## config.mk

```make
export PLATFORM = sky130hd
export DESIGN_NAME = aes_spi_responder
export DESIGN_NICKNAME = d
export VERILOG_FILES = /design/src/rtl/aes_spi_responder.sv
export SDC_FILE = /design/constraint.sdc
export NUM_CORES = 1
export LEC_CHECK = 0
export ABC_CLOCK_PERIOD_IN_PS = 5330
export CAP_MARGIN = 20
export CORE_MARGIN = 2
export CORE_UTILIZATION = 50
export CTS_CLUSTER_SIZE = 40
export DETAILED_ROUTE_END_ITERATION = 8
export PLACE_DENSITY_LB_ADDON = 0.2
export SYNTH_ARGS = -nofsm -noshare
export SYNTH_HDL_FRONTEND = slang
export SYNTH_SLANG_ARGS = --single-unit
```

## constraint.sdc

```tcl
create_clock -name clk -period 5.33 [get_ports clk]
set_input_delay 1.599 -clock clk [delete_from_list [all_inputs] [get_ports clk]]
set_output_delay 1.599 -clock clk [all_outputs]
set_load 0.005 [all_outputs]
```

## src/rtl/aes_spi_responder.sv

```systemverilog
// Bit-serial slave front-end for an external AES core: collects a 256-bit block+key
// frame MSB-first, runs the core through a start/done handshake, shifts the result back.
module aes_spi_responder #(
    parameter int BLK_W   = 128,
    parameter int KEY_W   = 128,
    parameter int TIMEOUT = 1023
) (
    input  logic             clk,
    input  logic             rst,
    input  logic             cs,
    input  logic             mosi,
    output logic             miso,
    output logic             miso_valid,
    output logic             core_start,
    output logic [BLK_W-1:0] core_block,
    output logic [KEY_W-1:0] core_key,
    input  logic [BLK_W-1:0] core_result,
    input  logic             core_done,
    output logic             busy,
    output logic             err,
    output logic [2:0]       dbg_state
);
    localparam int FW = BLK_W + KEY_W;
    localparam int CW = $clog2(FW + 1);
    localparam int TW = $clog2(TIMEOUT + 1);
    localparam int OW = $clog2(BLK_W);
    localparam logic [CW-1:0] IN_LAST  = CW'(FW - 1);
    localparam logic [TW-1:0] T_LAST   = TW'(TIMEOUT - 1);
    localparam logic [OW-1:0] OUT_LAST = OW'(BLK_W - 1);

    typedef enum logic [2:0] {
        IDLE      = 3'd0,
        SHIFT_IN  = 3'd1,
        START     = 3'd2,
        WAIT      = 3'd3,
        SHIFT_OUT = 3'd4,
        HOLD      = 3'd5
    } state_t;

    state_t          state;
    state_t          next_state;
    logic [CW-1:0]   count;
    logic [FW-2:0]   sr;
    logic [FW-1:0]   frame;
    logic [BLK_W-2:0] osr;
    logic [OW-1:0]   ocnt;
    logic [TW-1:0]   tcnt;
    logic            abort;

    // The newest serial bit completes the frame in the same cycle it is sampled.
    assign frame = {sr, mosi};
    assign abort = (state != IDLE) && cs;

    always_ff @(posedge clk or negedge rst) begin
        if (!rst) begin
            state <= IDLE;
        end else begin
            state <= next_state;
        end
    end

    // Core handshake: core_start is a one-cycle pulse while in START; core_done is a
    // single-cycle strobe honoured only in WAIT, where core_result is captured with it.
    always_comb begin
        next_state = state;
        if (abort) begin
            next_state = IDLE;
        end else begin
            case (state)
                IDLE:      if (!cs) next_state = SHIFT_IN;
                SHIFT_IN:  if (count == IN_LAST) next_state = START;
                START:     next_state = WAIT;
                WAIT: begin
                    if (core_done) next_state = SHIFT_OUT;
                    else if (tcnt == T_LAST) next_state = HOLD;
                end
                SHIFT_OUT: if (ocnt == OUT_LAST) next_state = HOLD;
                HOLD:      next_state = HOLD;
                default:   next_state = IDLE;
            endcase
        end
    end

    always_comb begin
        core_start = (state == START);
        busy       = (state != IDLE);
        dbg_state  = state;
    end

    always_ff @(posedge clk or negedge rst) begin
        if (!rst) begin
            count      <= '0;
            sr         <= '0;
            osr        <= '0;
            ocnt       <= '0;
            tcnt       <= '0;
            core_block <= '0;
            core_key   <= '0;
            miso       <= 1'b0;
            miso_valid <= 1'b0;
            err        <= 1'b0;
        end else if (abort) begin
            // Latched block/key and err survive an abort.
            count      <= '0;
            miso       <= 1'b0;
            miso_valid <= 1'b0;
        end else begin
            case (state)
                IDLE: begin
                    if (!cs) begin
                        sr    <= frame[FW-2:0];
                        count <= CW'(1);
                        err   <= 1'b0;
                    end
                end
                SHIFT_IN: begin
                    sr    <= frame[FW-2:0];
                    count <= count + 1'b1;
                    if (count == IN_LAST) begin
                        core_block <= frame[FW-1:KEY_W];
                        core_key   <= frame[KEY_W-1:0];
                    end
                end
                START: begin
                    tcnt <= '0;
                end
                WAIT: begin
                    if (core_done) begin
                        miso       <= core_result[BLK_W-1];
                        miso_valid <= 1'b1;
                        osr        <= core_result[BLK_W-2:0];
                        ocnt       <= '0;
                    end else if (tcnt == T_LAST) begin
                        err <= 1'b1;
                    end else begin
                        tcnt <= tcnt + 1'b1;
                    end
                end
                SHIFT_OUT: begin
                    if (ocnt == OUT_LAST) begin
                        miso       <= 1'b0;
                        miso_valid <= 1'b0;
                    end else begin
                        miso <= osr[BLK_W-2];
                        osr  <= osr << 1;
                        ocnt <= ocnt + 1'b1;
                    end
                end
                default: begin
                    miso       <= 1'b0;
                    miso_valid <= 1'b0;
                end
            endcase
        end
    end
endmodule

```

==> results.md <==
- Vias: 18.6k
- Worst IR Drop VDD: 0.000259 V
- CTS root buf: clkbuf_16
- Die height: 237 um
- IO Port Bufs: 396
- Tot GR Track Use: 22.0%
- DR pass1 iterations: 6
- Worst-margin pin slew: 1.04 ns
- Final setup viols: 0
- WL per Instance: 16.8 um
- CP required: 3.73 ns
- Share of cells above drive strength 1: 10.1%
- Final min period: 4.06 ns
- Vias per std cell: 5.14
- Layout area overhead: 26.6%
- Final setup TNS: 0 ns
- CP Cell Sequence: nor3b_1, clkdlybuf4s50_1
- CTS resizes: 0
- Initial Util: 50.4%
- Synth warn: 0
- FP Rows: 85
- H-tree levels: 3
- Hold Crit Class: flip-flop to flip-flop
- Synth Flop Type: dfrtp_1
- Max clock buf depth: 3
- Fin crit share: 76.2%
- Post-DP HPWL: 39400 um
- Crit path largest cell delay: 0.78 ns
- Synthesized net count: 2635
- Mean Syn Cell Area: 10.8 um^2
- Max-Cap Viols: 0
- Critical path arrival: 2.46 ns
- Final ANT Viol Nets: 0
- Crit end category: output pin
- Drt initial violations: 1305
- Pwr Density: 324 nW/um^2
- Routability cong.: 0.777
- Largest net degree at the start of global routing: 134
- IO Pins: 397
- Post-CTS setup buffer count: 0
- CTS buffer count: 73
- Count of state elements after synthesis: 670
- Worst Path Max Fanout: 19
- Sequential fraction of the synthesis area: 62.0%
- First-pass GRT wire length: 100000 um
- Hold Slack: 0.479 ns
- Clock insertion delay at the later pin of the skew report: 0.61 ns
- Die area: 56000 um^2
- Fin nets: 2999
- Clock Pin Slew Worst Setup and Hold Paths: 0.06 ns
- Share of flip-flops with an asynchronous set or reset: 100%
- Clk_skew: 0.0198 ns
- Highest Clock Rate: 246 MHz
- Synth unique cells: 53
- LEAKAGE: 17.6 nW
- Slew Viols, Final: 0
- Post-synthesis instance total: 2497
- WL final: 60600 um
- Worst path slowest cell: dfrtp_1
- Worst setup path class: flip-flop to output pin
- Die Wd: 237 um
- Core area: 53600 um^2
- Slew headroom: 30.9%
- Total clock sinks: 670
- Status: completed
- Synthesized area: 27000 um^2
- Number of flops mapped to enable cells by yosys: 0
- CTS Hold Bufs: 0
- CP startpoint kind: flip-flop
- DRC Markers: 0
- Vias in the first global route: 19.0k
- RSZ-0062 raised after global routing: false
- Total grt overflow: 0
- TritonCTS clock tree: yes
- Fillers: 4206
- Antenna violations before repair: 1
- Final hold violation count: 0
worst max-delay path: cells and delay by family (launching register included):
| family | cells | cell delay, ns |
|---|---|---|
| AND/OR/NAND/NOR | 1 | 0.46 |
| buffers and inverters | 1 | 0.63 |
| flip-flops | 1 | 0.78 |
routing by layer:
metal / GRT usage [%] / share of wire (%) / up-vias
met1: 29.0 / 43 / 9317
met5: 0 / 0 / -
met3: 5.82 / 5.9 / 83
met2: 36.1 / 49 / 405
met4: 6.18 / 2.2 / 0
li1: - / - / 8792
synth_stat cells (all sizes together), types with 2 or more instances:
cell type | n | area (um^2)
a21oi | 8 | 43.8
a31oi | 7 | 43.8
a32oi | 2 | 17.5
and3 | 6 | 37.5
buf | 51 | 324
clkbuf | 86 | 323
dfrtp | 670 | 16800
ha | 5 | 62.6
inv | 9 | 33.8
mux2 | 383 | 4310
mux2i | 2 | 20.0
nand2 | 1162 | 4360
nand3 | 9 | 45.0
nand3b | 4 | 30.0
nand4 | 4 | 25.0
nor2 | 7 | 26.3
nor2b | 3 | 18.8
nor3 | 2 | 10.0
nor3b | 4 | 46.3
nor4 | 2 | 18.8
o211ai | 3 | 22.5
o21a | 2 | 15.0
o21ai | 30 | 150
o22ai | 2 | 12.5
o31a | 3 | 26.3
o31ai | 8 | 60.1
o41ai | 2 | 17.5
or2 | 2 | 15.0
or3 | 4 | 25.0
or3b | 2 | 17.5
registers in the layout (all words and copies together) (netlist names):
signal and flops:
tcnt 10, osr 127, miso 1, core_block 128
dbg_state 3, ocnt 7, count 9, sr 255
core_key 128, miso_valid 1, err 1
per-stage QoR:
step                total power, W  utilization [%]  setup slack, ns  cell area, um^2  cells
detailed placement         0.00595             59.0            0.900            31700   3481
floorplan                  0.00563                -             2.31            27000   2497
global placement           0.00592             59.0            0.983            31700   3481
finish                      0.0111             63.9             1.27            34200   3615
global route                0.0115             63.9             1.16            34200   3615
CTS                         0.0112             63.8             1.23            34200   3613
kinds of logic (layout without fill, tap and decap cells):
group                    after synthesis  after routing  synth area share (%)
buffers and inverters                146            567                  2.52
adder cells (fa/ha/maj)                5              5                 0.231
AND/OR/NAND/NOR                     1217           1217                  17.5
flip-flops                           670            670                  62.0
AO/OA/AOI/OAI                         73             73                  1.71
other                                  0              1                     0
XOR/XNOR                               1              1                0.0324
multiplexers                         385            385                  16.0
cells in the final DEF, fill, tap and decap left out, types with 3 or more instances in the layout:
master and count:
o211ai_1 3, nand4_1 4, a31oi_1 7, nor2b_1 3, buf_4 16, dfrtp_1 670
mux2_1 251, clkbuf_16 75, a21oi_1 7, clkbuf_8 23, nor2_1 7, and3_1 6
nand3_1 9, o31a_1 3, mux2_2 132, clkinv_8 4, clkdlybuf4s50_1 395, buf_12 14
or3_1 4, nand2_1 1160, o31ai_1 8, nand3b_1 4, ha_1 5, o21ai_0 28
clkinv_2 9, bufinv_16 6, inv_1 9, clkbuf_1 12
area by class of cell:
type                            instances  area [um^2]  area share, %
Antenna cell                            1         2.50        0.00731
Clock buffer                          110         2240           6.54
Clock inverter                         22          318          0.928
Inverter                                9         33.8         0.0987
Multi-Input combinational cell       1681         9630           28.1
Sequential cell                       670        16800           49.0
Tap cell                              696          871           2.54
Timing Repair Buffer                  426         4370           12.8
worst paths after layout:
kind	to	slack, ns	depth (start not counted)	start
worst min register to register	sr[1]$_DFFE_PN0P_	0.48	2	sr[0]$_DFFE_PN0P_
max in group asynchronous	core_key[105]$_DFFE_PN0P_	3.23	2	rst
min in group asynchronous	core_key[46]$_DFFE_PN0P_	1.03	1	rst
worst max register to register	ocnt[5]$_DFFE_PN0P_	2.08	6	dbg_state[2]$_DFFE_PN0P_
worst min-delay path	sr[1]$_DFFE_PN0P_	0.48	2	sr[0]$_DFFE_PN0P_
worst max-delay path	core_start	1.27	2	dbg_state[1]$_DFFE_PN0P_
report_power, final:
group | switching (W) | leakage (nW) | internal [W] | total [W]
Sequential | 0.0000969 | 9.04 | 0.00524 | 0.00534
Combinational | 0.000276 | 7.30 | 0.000235 | 0.000511
Clock | 0.00203 | 1.26 | 0.00320 | 0.00523
(Power assumes the default switching activity.)
